--- src/rtl/d_cache_pkg.sv ---
// d_cache_pkg: geometry of the direct-mapped L1 data cache.
//   Address split (LSB first): offset | index | tag.
//   Word select is the upper part of the offset. The two byte bits below it
//   are ignored because reads are word aligned.
package d_cache_pkg;

  localparam int VIRT_ADDR_W = 32;
  localparam int LINE_W      = 128;
  localparam int NLINES      = 4;
  localparam int MEM_ADDR_W  = 32;

  localparam int OFFSET_W = $clog2(LINE_W / 8);
  localparam int INDEX_W  = $clog2(NLINES);
  localparam int TAG_W    = VIRT_ADDR_W - INDEX_W - OFFSET_W;

  localparam int WORD_W   = 32;
  localparam int WORDS    = LINE_W / WORD_W;
  localparam int WSEL_W   = $clog2(WORDS);
  localparam int BYTE_W   = $clog2(WORD_W / 8);

  typedef logic [TAG_W-1:0]   tag_t;
  typedef logic [INDEX_W-1:0] index_t;
  typedef logic [WSEL_W-1:0]  wsel_t;
  typedef logic [LINE_W-1:0]  line_t;

endpackage

--- src/rtl/d_cache_if.sv ---
// d_cache_if: bus between the load/store stage plus the memory model and the
// data cache.
//   wrt_en, addr, data_to_fill, mem_data_rdy  -> cache
//   data, cache_hit, req_dCache_mem,
//   req_dCache_mem_addr                       <- cache
// The slave modport is the cache side. The master modport is the
// core/memory side.
interface d_cache_if;
  import d_cache_pkg::*;

  logic                   wrt_en;
  logic [VIRT_ADDR_W-1:0] addr;
  logic [LINE_W-1:0]      data_to_fill;
  logic                   mem_data_rdy;
  logic [WORD_W-1:0]      data;
  logic                   cache_hit;
  logic                   req_dCache_mem;
  logic [MEM_ADDR_W-1:0]  req_dCache_mem_addr;

  modport slave (
    input  wrt_en, addr, data_to_fill, mem_data_rdy,
    output data, cache_hit, req_dCache_mem, req_dCache_mem_addr
  );

  modport master (
    output wrt_en, addr, data_to_fill, mem_data_rdy,
    input  data, cache_hit, req_dCache_mem, req_dCache_mem_addr
  );

endinterface

--- src/rtl/d_cache.sv ---
// d_cache: direct-mapped, read-only L1 data cache with flop-based arrays.
// Ports:
//   clk    rising-edge clock
//   reset  synchronous, active low. Clears the valid bits only.
//   bus    d_cache_if.slave
//            addr          byte address of the access
//            wrt_en and mem_data_rdy together write data_to_fill into the
//                          line at addr's index
//            cache_hit and data are combinational, so a hit takes 0 cycles
//            req_dCache_mem and req_dCache_mem_addr form the line-aligned
//                          miss request
// While reset is low, every output is held at zero.
module d_cache
  import d_cache_pkg::*;
(
  input  logic     clk,
  input  logic     reset,
  d_cache_if.slave bus
);

  // address fields
  index_t idx;
  tag_t   tag;
  wsel_t  wsel;
  logic [MEM_ADDR_W-1:0] line_addr;

  always_comb begin
    idx  = bus.addr[OFFSET_W +: INDEX_W];
    tag  = bus.addr[OFFSET_W+INDEX_W +: TAG_W];
    wsel = bus.addr[BYTE_W +: WSEL_W];
    // Clear the offset bits to form the line address sent to memory.
    line_addr = bus.addr[MEM_ADDR_W-1:0] & ~MEM_ADDR_W'((1 << OFFSET_W) - 1);
  end

  // storage
  logic [NLINES-1:0]             valid_q, valid_d;
  logic [NLINES-1:0][TAG_W-1:0]  tag_q,   tag_d;
  logic [NLINES-1:0][LINE_W-1:0] line_q,  line_d;

  // Reset has priority over a refill in the same cycle, so gate the refill
  // here. Then the data and tag arrays never change while reset is low.
  logic fill_en;
  assign fill_en = reset && bus.mem_data_rdy && bus.wrt_en;

  always_comb begin
    valid_d = valid_q;
    tag_d   = tag_q;
    line_d  = line_q;
    if (fill_en) begin
      valid_d[idx] = 1'b1;
      tag_d[idx]   = tag;
      line_d[idx]  = bus.data_to_fill;
    end
  end

  always_ff @(posedge clk) begin
    if (!reset) valid_q <= '0;
    else        valid_q <= valid_d;
    tag_q  <= tag_d;
    line_q <= line_d;
  end

  // lookup
  logic  hit;
  line_t sel_line;

  always_comb begin
    sel_line = line_q[idx];
    hit      = reset && valid_q[idx] && (tag_q[idx] == tag);

    bus.cache_hit           = hit;
    bus.data                = hit ? sel_line[wsel*WORD_W +: WORD_W] : '0;
    bus.req_dCache_mem      = reset && !hit;
    bus.req_dCache_mem_addr = (reset && !hit) ? line_addr : '0;
  end

endmodule

--- src/flat_wrapper.sv ---
// flat-port wrapper written by rule: the top's interface ports become plain ports
module d_cache_flat import d_cache_pkg::*;
  (clk, reset, bus_wrt_en, bus_addr, bus_data_to_fill, bus_mem_data_rdy, bus_data, bus_cache_hit, bus_req_dCache_mem, bus_req_dCache_mem_addr);
  d_cache_if bus_i ();
  input  logic clk;
  input  logic reset;
  input wire logic [$bits(bus_i.wrt_en)-1:0] bus_wrt_en;
  input wire logic [$bits(bus_i.addr)-1:0] bus_addr;
  input wire logic [$bits(bus_i.data_to_fill)-1:0] bus_data_to_fill;
  input wire logic [$bits(bus_i.mem_data_rdy)-1:0] bus_mem_data_rdy;
  output wire logic [$bits(bus_i.data)-1:0] bus_data;
  output wire logic [$bits(bus_i.cache_hit)-1:0] bus_cache_hit;
  output wire logic [$bits(bus_i.req_dCache_mem)-1:0] bus_req_dCache_mem;
  output wire logic [$bits(bus_i.req_dCache_mem_addr)-1:0] bus_req_dCache_mem_addr;
  assign bus_i.wrt_en = bus_wrt_en;
  assign bus_i.addr = bus_addr;
  assign bus_i.data_to_fill = bus_data_to_fill;
  assign bus_i.mem_data_rdy = bus_mem_data_rdy;
  assign bus_data = bus_i.data;
  assign bus_cache_hit = bus_i.cache_hit;
  assign bus_req_dCache_mem = bus_i.req_dCache_mem;
  assign bus_req_dCache_mem_addr = bus_i.req_dCache_mem_addr;
  d_cache u_core (.clk(clk), .reset(reset), .bus(bus_i));
endmodule
--- config.mk ---
export PLATFORM = sky130hd
export DESIGN_NAME = d_cache_flat
export DESIGN_NICKNAME = d
export VERILOG_FILES = /design/src/rtl/d_cache_pkg.sv /design/src/rtl/d_cache_if.sv /design/src/rtl/d_cache.sv /design/src/flat_wrapper.sv
export SDC_FILE = /design/constraint.sdc
export NUM_CORES = 1
export LEC_CHECK = 0
export BUFFER_PORTS_ARGS = -buffer_cell sky130_fd_sc_hd__buf_2
export CELL_PAD_IN_SITES_DETAIL_PLACEMENT = 1
export CELL_PAD_IN_SITES_GLOBAL_PLACEMENT = 1
export CORE_ASPECT_RATIO = 1.75
export CORE_UTILIZATION = 40
export DETAILED_ROUTE_END_ITERATION = 10
export PLACE_DENSITY = 0.73
export SYNTH_ARGS = -nofsm -noshare
export SYNTH_HDL_FRONTEND = slang
export SYNTH_SLANG_ARGS = --single-unit
--- constraint.sdc ---
create_clock -name clk -period 22.7 [get_ports clk]
set_input_delay 1.135 -clock clk [delete_from_list [all_inputs] [get_ports clk]]
set_output_delay 1.135 -clock clk [all_outputs]
set_load 0.02 [all_outputs]
==> results of run 1 <==
power groups by stage:
stage	combinational, mW	sequential, mW	clock (mW)
3_5_place_dp	0.127	1.31	0
3_3_place_gp	0.123	1.31	0
4_1_cts	0.128	1.29	0.986
2_1_floorplan	0.0777	1.32	0
6_report	0.124	1.29	0.958
5_1_grt	0.135	1.29	1.02
critical path: cells and delay by family:
family,cells,cell delay (ns)
simple gates,2,1.16
mux,1,0.34
buf+inv,4,2.15
compound gates,3,0.64
logic make-up (layout without fill, tap and decap cells):
group           count (synthesis)  count (layout)
flops                         620             620
mux                           197             197
simple gates                   84              84
buf+inv                        70             350
compound gates                 49              49
xor+xnor                       20              20
other cells                     1               6
per-stage QoR:
step | instance area [um2] | std cells | utilization, % | setup WS [ns] | hold WS (ns)
4_1_cts | 27880 | 2104 | 47.09 | 15.76 | 0.4880
5_1_grt | 27880 | 2105 | 47.09 | 15.63 | 0.5238
3_5_place_dp | 26020 | 2000 | 43.95 | 15.78 | 0.4740
6_report | 27880 | 2106 | 47.10 | 16.01 | 0.4821
3_3_place_gp | 26020 | 2000 | 43.95 | 15.78 | 0.4442
2_1_floorplan | 24030 | 1044 | - | 8.920 | 0.4348
per-layer routing:
metal / GRT usage (%) / part of all wire [%] / vias to the layer above
met5: 0 / 0.10 / -
met4: 5.381 / 2.3 / 8
met3: 3.717 / 5.2 / 70
met2: 32.19 / 55 / 289
met1: 19.61 / 38 / 6007
li1: - / - / 4894
cell usage in the layout (no fill, tap or decap), drive strengths merged:
| cell | n |
|---|---|
| nor4b | 1 |
| clkinvlp | 3 |
| nor2 | 12 |
| o22ai | 3 |
| a31oi | 1 |
| o2bb2ai | 3 |
| edfxtp | 616 |
| nor4 | 3 |
| clkbuf | 67 |
| mux2 | 1 |
| buf | 239 |
| mux2i | 18 |
| a2111oi | 2 |
| dfxtp | 4 |
| a211oi | 8 |
| o221ai | 2 |
| o21ai | 1 |
| inv | 8 |
| and2 | 1 |
| diode | 2 |
| mux4 | 178 |
| nand3 | 2 |
| o211ai | 1 |
| xnor2 | 20 |
| clkinv | 25 |
| nor3 | 4 |
| bufinv | 8 |
| nand4 | 2 |
| nand2 | 27 |
| conb | 4 |
| and3 | 32 |
| a21oi | 28 |
sequential cells by signal (all words and copies together) (netlist names):
| signal | flops |
|---|---|
| u_core.valid_q | 4 |
| u_core.line_q | 512 |
| u_core.tag_q | 104 |
area by class of cell:
cell class                      instances  area share, %
Multi-Input combinational cell        354          18.51
Tap cell                              780          3.500
Timing Repair Buffer                  239          4.591
Inverter                                7        0.09423
Clock inverter                         37          1.405
Antenna cell                            2        0.01795
Sequential cell                       620          66.63
Clock buffer                           67          5.250
worst paths after layout:
| kind | from | slack (ns) | cells past startpoint | endpoint |
|---|---|---|---|---|
| max | bus_addr[5] | 16.01 | 10 | bus_data[2] |
| min | u_core.valid_q[2]$_SDFFE_PN0P_ | 0.48 | 2 | u_core.valid_q[2]$_SDFFE_PN0P_ |
| max reg2reg | u_core.valid_q[3]$_SDFFE_PN0P_ | 22.10 | 2 | u_core.valid_q[3]$_SDFFE_PN0P_ |
| min reg2reg | u_core.valid_q[2]$_SDFFE_PN0P_ | 0.48 | 2 | u_core.valid_q[2]$_SDFFE_PN0P_ |
==> summary.txt, run 1 <==
status = completed
Sink Count = 620
Yosys top cell area share = 77.00%
Max Cap Viol = 0
total wire length = 51890 um
Nets = 1442
Die Width = 187.3 um
initial drt markers = 526
simple-gate share of the synthesized area = 1.886%
VDD IR max = 0.00007018 V
Rel. slew slack = 27.43%
Mapped Area = 24020 um2
Final HPWL DP = 29650 um
WP data arrival = 5.56 ns
Die Y = 326.2 um
Syn Area/Cell = 23.08 um2
largest family of logic cells by synthesized area = multiplexers
Resized cells post-CTS = 0
synth warn = 0
Net Sw Frac = 20.22%
Total GRT Usage = 17.30%
Clock Skews = 0 ns
Critical Path Sink Type = output port
Post-CTS Hold Fix Bufs = 0
Pleak = 9.262 nW
Worst-path clk slew = 0.06 ns
Fill cells = 5415
asr flop ratio synth = 0%
# Post-CTS Setup Buffers = 0
Post-synth EDFFs = 616
gpl congestion = 0.7154
clock tree from TritonCTS = built
H-tree Lvls = 2
clock share of power = 40.4%
final setup fails = 0
Post-Synth XOR/XNOR Area = 0.7292%
DRC = 0
initial antenna violation count = 6
slowest CP cell = nor4_4
most used cell, CP = buf_4
DR WL/cell = 24.64 um
register area = 18580 um2
maximum root-to-sink buffer count = 3
core box area = 59200 um2
Initial Util = 40.57%
Switch Pwr = 0.4792 mW
drt first pass iters = 4
die area = 61080 um2
vias in the first global route = 12680
Worst-Margin Slew = 1.089 ns
DR vias = 11270
most numerous cell in the Yosys netlist = edfxtp_1
vias per cell = 5.350
Final Max Slew Viols = 0
io pins = 230
Period minus WS final = 6.691 ns
pin count of the biggest net entering global routing = 150
Pwr Total = 2.370 mW
setup TNS = 0 ns
CP startpoint kind = primary input
Gate power share = 5.2%
Multi-input gate area = 5162 um2
mux contribution to synthesized area = 17.49%
row count = 118
number of I/O port buffers = 223
Period Utilization, post-route = 29.47%
cells after synthesis = 1041
critical path type = in -> out
Max stage delay on crit path = 0.85 ns
crit path cell chain = buf_6, buf_4, mux2i_1, o22ai_1, a2111oi_0, a31oi_1, nor4_4, buf_4, and3_1, buf_2
total gr overflow = 0
PwrDens = 84.99 nW/um2
post-synth cell types = 33
clk_lat worst skew = 0.60 ns
largest cells by area after synthesis = edfxtp_1, mux4_2, and3_1
Required @ worst endpoint = 21.57 ns
CP Max Fanout = 56
Synth top cells by count = edfxtp_1, mux4_2, clkbuf_1, and3_1, a21oi_1
share of layout cells above drive strength 1 = 38.14%
Int Power = 1.891 mW
CTS buffer count = 56
fraction of power consumed by sequential logic = 54.3%
fmax = 0.1495 GHz
Yosys reg bits = 620
sequential fraction of the synthesis area = 77.34%
Fin. Hold Viols = 0
antenna-violating nets left = 0
synthesized-area fraction occupied by ao, oa, aoi and oai cells = 1.245%
worst min-delay path class = reg -> reg
area leader, netlist = edfxtp_1
unrepaired setup endpoints after global routing = no
Post-synth top flop = edfxtp_1
first-pass GRT wire length = 78230 um
clock root cell = clkbuf_16
Area Growth Syn to Fin = 16.07%
adder-cell share of the synthesized area = 0%
No activity file was read; power rests on OpenSTA's default activity.
==> inputs of run 2 (changes only) <==
==> constraint.sdc (replaced) <==
create_clock -name clk -period 6.3 [get_ports clk]
set_input_delay 0.315 -clock clk [delete_from_list [all_inputs] [get_ports clk]]
set_output_delay 0.315 -clock clk [all_outputs]
set_load 0.02 [all_outputs]
==> summary.txt, run 2 (synthesized netlist as in run 1, its figures left out) <==
status = completed
WP data arrival = 3.89 ns (-1.67 ns)
CP Max Fanout = 63 (+13%)
Top delay family on crit path = buffers and inverters
Critical path buffers and inverters = 4 (unchanged)
Clock Skews = 0 ns (unchanged)
H-tree Lvls = 2 (unchanged)
number of I/O port buffers = 223 (unchanged)
pin count of the biggest net entering global routing = 156 (+4.0%)
fraction of power consumed by sequential logic = 55.6% (+1.3 points)
Worst-path clk slew = 0.06 ns (about the same)
core box area = 59200 um2 (unchanged)
unrepaired setup endpoints after global routing = no
die area = 61080 um2 (unchanged)
gpl congestion = 0.7257 (+1.4%)
Max stage delay on crit path = 0.82 ns (-0.03 ns)
Net Sw Frac = 20.43% (+0.21 points)
Fin. Hold Viols = 0 (unchanged)
row count = 118 (unchanged)
clock share of power = 38.0% (-2.4 points)
Die Width = 187.3 um (unchanged)
pre-CTS setup slack = 2.001 ns (-13.78 ns)
initial antenna violation count = 3 (-3)
Switch Pwr = 1.706 mW (+260%)
total wire length = 52700 um (+1.6%)
Period Utilization, post-route = 66.76%
WHS = 0.03718 ns (-0.4449 ns)
antenna-violating nets left = 0 (unchanged)
most common cell after layout, fill and taps aside = edfxtp_1
final setup fails = 0 (unchanged)
share of layout cells above drive strength 1 = 33.72% (-4.4 points)
DR vias = 11770 (+4.4%)
most frequent cells in the layout = edfxtp_1, buf_2, mux4_2
DR WL/cell = 23.48 um (-4.7%)
io pins = 230 (unchanged)
drt first pass iters = 5 (+1)
final setup margin = 2.094 ns (-13.92 ns)
Initial Util = 40.57% (unchanged)
fmax = 0.2378 GHz
VDD IR max = 0.0002738 V (+290%)
critical path type = in -> out
# diodes = 0 (-2)
Gate power share = 6.4% (+1.2 points)
crit path cell chain = buf_6, buf_4, mux4_2, xnor2_1, nand2_1, nor4_1, nor4b_4, buf_4, and3_1, buf_2
Final HPWL DP = 29050 um (-2.0%)
clk_lat worst skew = 0.59 ns (about the same)
Die Y = 326.2 um (unchanged)
DRC = 0 (unchanged)
PwrDens = 285.5 nW/um2 (+240%)
first-pass GRT wire length = 80450 um (+2.8%)
most used cell, CP = buf_4
Period minus WS final = 4.206 ns
vias per cell = 5.241 (-2.1%)
Worst-Margin Slew = 1.136 ns (+0.04776 ns)
clock root cell = clkbuf_16
Sink Count = 620 (unchanged)
Total GRT Usage = 17.56% (+0.26 points)
# Post-CTS Setup Buffers = 0 (unchanged)
slowest CP cell = buf_4
Final Max Slew Viols = 0 (unchanged)
worst min-delay path class = in -> reg
vias in the first global route = 13470 (+6.3%)
CP startpoint kind = primary input
Required @ worst endpoint = 5.98 ns (-15.59 ns)
total gr overflow = 0 (unchanged)
Most flops, register = u_core.line_q
Critical Path Sink Type = output port
initial drt markers = 615 (+17%)
clock tree from TritonCTS = built
max reg flops = 512 (unchanged)
Int Power = 6.644 mW (+250%)
biggest regs = u_core.line_q (512), u_core.tag_q (104), u_core.valid_q (4)
CTS buffer count = 53 (-5.4%)
Rel. slew slack = 24.25% (-3.2 points)
Max Cap Viol = 0 (unchanged)
Nets = 1590 (+10%)
maximum root-to-sink buffer count = 3 (unchanged)
Area Growth Syn to Fin = 21.76%
Pleak = 9.811 nW (+5.9%)
## run 2: per-stage QoR
step	setup TNS [ns]	power, mW	instance area [um2]	util [%]	std cells
4_1_cts	0	8.448	29250	49.40	2245
5_1_grt	0	8.605	29250	49.40	2245
2_1_floorplan	-1053.82	5.010	24050	-	1044
6_report	0	8.350	29250	49.40	2245
3_3_place_gp	0	5.171	26090	44.06	2000
3_5_place_dp	0	5.195	26090	44.06	2000
## run 2: repair_timing
action / CTS / global route
hold buffers: 151 / 0
hold endpoints to repair: 604 / 0
resized for setup: 0 / 0
## run 2: path summary, 6_finish.rpt
path | end | slack, ns | depth (start not counted) | startpoint
worst max-delay path | bus_data[13] | 2.09 | 10 | bus_addr[5]
worst min-delay path | u_core.tag_q[44]$_DFFE_PP_ | 0.04 | 1 | bus_addr[24]
worst max register to register | u_core.valid_q[0]$_SDFFE_PN0P_ | 5.68 | 2 | u_core.valid_q[0]$_SDFFE_PN0P_
worst min register to register | u_core.valid_q[3]$_SDFFE_PN0P_ | 0.49 | 2 | u_core.valid_q[3]$_SDFFE_PN0P_
## run 2: power by group through the flow
stage	combinational, mW	sequential, mW	clock (mW)
2_1_floorplan	0.280	4.73	0
4_1_cts	0.547	4.64	3.26
6_report	0.537	4.64	3.17
5_1_grt	0.580	4.64	3.38
3_5_place_dp	0.467	4.73	0
3_3_place_gp	0.451	4.72	0
## run 2: final cells by class
type | count | area [um2]
multi-input combinational | 354 | 5187
tap | 780 | 975.9
inverter | 7 | 26.28
fill | 5386 | 29960
timing repair buffer | 390 | 2829
sequential | 620 | 18580
clock buffer | 67 | 1421
clock inverter | 27 | 231.5
## run 2: layer usage
layer | share of wire [%] | GRT usage, % | wire [um]
met1 | 39 | 20.34 | 20750
met2 | 54 | 32.79 | 28640
met3 | 3.8 | 2.844 | 2006
met4 | 2.4 | 5.702 | 1278
met5 | 0.055 | 0 | 29
==> inputs of run 3 (changes only) <==
--- a/config.mk
+++ b/config.mk
@@ -5,13 +5,14 @@
 export SDC_FILE = /design/constraint.sdc
 export NUM_CORES = 1
 export LEC_CHECK = 0
+export ABC_AREA = 1
 export BUFFER_PORTS_ARGS = -buffer_cell sky130_fd_sc_hd__buf_2
 export CELL_PAD_IN_SITES_DETAIL_PLACEMENT = 1
 export CELL_PAD_IN_SITES_GLOBAL_PLACEMENT = 1
 export CORE_ASPECT_RATIO = 1.75
 export CORE_UTILIZATION = 40
 export DETAILED_ROUTE_END_ITERATION = 10
-export PLACE_DENSITY = 0.73
+export PLACE_DENSITY = 0.79
 export SYNTH_ARGS = -nofsm -noshare
 export SYNTH_HDL_FRONTEND = slang
 export SYNTH_SLANG_ARGS = --single-unit
==> constraint.sdc (replaced) <==
create_clock -name clk -period 3.7 [get_ports clk]
set_input_delay 0.185 -clock clk [delete_from_list [all_inputs] [get_ports clk]]
set_output_delay 0.185 -clock clk [all_outputs]
set_load 0.02 [all_outputs]
==> summary.txt, run 3 <==
sequential fraction of the synthesis area = 76.47% (-0.86 points)
clock root cell = clkbuf_16
Int Power = 11.21 mW (+69%)
initial drt markers = 1098 (+79%)
asr flop ratio synth = 0% (unchanged)
Resized cells post-CTS = 0 (unchanged)
Synth top cells by count = edfxtp_1, nand2_1, nor2_1, o22ai_1, o21ai_0
io pins = 230 (unchanged)
Net Sw Frac = 22.38% (+1.9 points)
Yosys top cell area share = 76.14% (-0.86 points)
WP data arrival = 3.10 ns (-0.79 ns)
drt first pass iters = 5 (unchanged)
core box area = 60150 um2 (+1.6%)
Syn Area/Cell = 13.41 um2 (-42%)
clock share of power = 37.5% (-0.5 points)
CTS buffer count = 55 (+3.8%)
vias per cell = 5.413 (+3.3%)
slowest CP cell = nand3_2
fmax = 0.3041 GHz
synth warn = 0 (unchanged)
first-pass GRT wire length = 106700 um (+33%)
Max stage delay on crit path = 0.39 ns (-0.43 ns)
critical path type = reg -> out
Final HPWL DP = 43410 um (+49%)
most common cell after layout, fill and taps aside = edfxtp_1
Pwr Total = 14.44 mW (+73%)
gpl congestion = 0.8022 (+11%)
unrepaired setup endpoints after global routing = no
initial antenna violation count = 10 (+7)
Fill cells = 6100 (+13%)
max reg flops = 512 (unchanged)
Area Growth Syn to Fin = 22.63%
cells after synthesis = 1811 (+74%)
share of layout cells above drive strength 1 = 18.55% (-15 points)
CP startpoint kind = flop
pre-CTS setup slack = 0.6294 ns (-1.372 ns)
biggest regs = u_core.line_q (512), u_core.tag_q (104), u_core.valid_q (4)
VDD IR max = 0.0004668 V (+70%)
antenna-violating nets left = 0 (unchanged)
Mapped Area = 24290 um2 (+1.1%)
largest cells by area after synthesis = edfxtp_1, nand2_1, o22ai_1
status = completed
Max Cap Viol = 0 (unchanged)
H-tree Lvls = 2 (unchanged)
area leader, netlist = edfxtp_1
total gr overflow = 0 (unchanged)
clock tree from TritonCTS = built
most numerous cell in the Yosys netlist = edfxtp_1
PwrDens = 484.6 nW/um2 (+70%)
fraction of power consumed by sequential logic = 54.7% (-0.9 points)
worst min-delay path class = in -> reg
# Post-CTS Setup Buffers = 0 (unchanged)
setup TNS = 0 ns (unchanged)
Required @ worst endpoint = 3.51 ns (-2.47 ns)
DR WL/cell = 23.55 um (+0.32%)
row count = 119 (+0.85%)
pin count of the biggest net entering global routing = 104 (-33%)
Pleak = 10.72 nW (+9.3%)
Clock Skews = 0 ns (unchanged)
Critical Path Sink Type = output port
Period minus WS final = 3.288 ns
final setup fails = 0 (unchanged)
maximum root-to-sink buffer count = 3 (unchanged)
Fin. Hold Viols = 0 (unchanged)
DR vias = 16430 (+40%)
Post-synth EDFFs = 616 (unchanged)
Period Utilization, post-route = 88.87%
DRC = 0 (unchanged)
CP Max Fanout = 17 (-73%)
crit path cell chain = inv_1, nor2_1, a21oi_1, nand2_1, nand2_1, nand4_1, nor2_1, nand3_2, buf_4, nor3_2, buf_2
Post-synth top flop = edfxtp_1
total wire length = 71500 um (+36%)
Worst-Margin Slew = 0.9936 ns (-0.1426 ns)
Most flops, register = u_core.line_q
number of I/O port buffers = 223 (unchanged)
Worst-path clk slew = 0.07 ns (about the same)
post-synth cell types = 33 (unchanged)
Die Width = 188.3 um (+0.56%)
Gate power share = 7.7% (+1.3 points)
Initial Util = 40.39% (-0.19 points)
Nets = 2360 (+48%)
Switch Pwr = 3.231 mW (+89%)
vias in the first global route = 17980 (+33%)
Yosys reg bits = 620 (unchanged)
Sink Count = 620 (unchanged)
most frequent cells in the layout = edfxtp_1, nand2_1, buf_2
final setup margin = 0.4118 ns (-1.682 ns)
Rel. slew slack = 33.60% (+9.4 points)
Post-CTS Hold Fix Bufs = 155 (+2.6%)
clk_lat worst skew = 0.59 ns (about the same)
die area = 61760 um2 (+1.1%)
Total GRT Usage = 22.81% (+5.2 points)
Final Max Slew Viols = 0 (unchanged)
Die Y = 328.0 um (+0.56%)
## run 3: cell types whose count changed in the layout (fill, tap and decap cells not counted), sizes merged, moves of 24 or more
cell,previous run,this run
mux4,178,0
and3,32,2
nor2,12,209
nor3,4,63
inv,7,44
nand3,2,41
o21ai,1,60
o22ai,3,169
nor4,3,27
buf,239,275
or2,0,31
nand2,27,375
## run 3: final timing paths
| check | start | to | slack [ns] | cells past startpoint |
|---|---|---|---|---|
| min reg2reg | u_core.valid_q[1]$_SDFFE_PN0P_ | u_core.valid_q[1]$_SDFFE_PN0P_ | 0.48 | 2 |
| max | u_core.tag_q[103]$_DFFE_PP_ | bus_data[19] | 0.41 | 11 |
| max reg2reg | u_core.valid_q[3]$_SDFFE_PN0P_ | u_core.valid_q[3]$_SDFFE_PN0P_ | 3.11 | 2 |
| min | bus_data_to_fill[89] | u_core.line_q[89]$_DFFE_PP_ | 0.36 | 2 |
## run 3: critical path, delay by kind of cell (launching register included)
kind                   cells  cell delay [ns]
buffers and inverters      3             0.68
and+or+nand+nor            7             1.28
AOI/OAI and AO/OA          1             0.15
DFF                        1             0.37
## run 3: kinds of logic after synthesis
logic type      after synthesis  synth area share [%]
other cells                   1               0.01544
buf+inv                     148                 2.858
compound gates              284                 7.231
flops                       620                 76.47
simple gates                758                 13.42
## run 3: final cells by class
class                   count  area (um2)  share of cell area (%)
clock buffers              69        1429                   4.797
diodes                     13       32.53                  0.1092
clock inverters            29       234.0                  0.7854
flip-flops and latches    620       18580                   62.36
repair buffers            430        3273                   10.99
inverters                  43       163.9                  0.5502
multi-input cells        1046        5096                   17.11
well taps                 786       983.4                   3.301
## run 3: power groups by stage
stage	registers [mW]	logic, mW	clock network, mW
after floorplan	8.05	0.521	0
after global placement	8.04	0.917	0
after detailed placement	8.05	0.958	0
after CTS	7.90	1.11	5.51
after global routing	7.91	1.21	5.73
final	7.90	1.12	5.42
## run 3: through the flow
| stage | cells | utilization (%) | hold slack [ns] | cell area, um2 |
|---|---|---|---|---|
| 2_1_floorplan | 1814 | - | 0.2839 | 24360 |
| 3_3_place_gp | 2770 | 44.13 | 0.3932 | 26540 |
| 3_5_place_dp | 2770 | 44.13 | 0.3998 | 26540 |
| 4_1_cts | 3023 | 49.47 | 0.3063 | 29760 |
| 5_1_grt | 3035 | 49.52 | 0.3495 | 29790 |
| 6_report | 3036 | 49.52 | 0.3565 | 29790 |
## run 3: routing by layer
| metal | GRT usage [%] | vias to the layer above | share of wire, % |
|---|---|---|---|
| met1 | 26.52 | 8284 | 39 |
| met2 | 42.24 | 561 | 53 |
| met5 | 0 | - | 0 |
| met4 | 9.309 | 0 | 3.8 |
| li1 | - | 7448 | - |
| met3 | 2.746 | 140 | 4.5 |
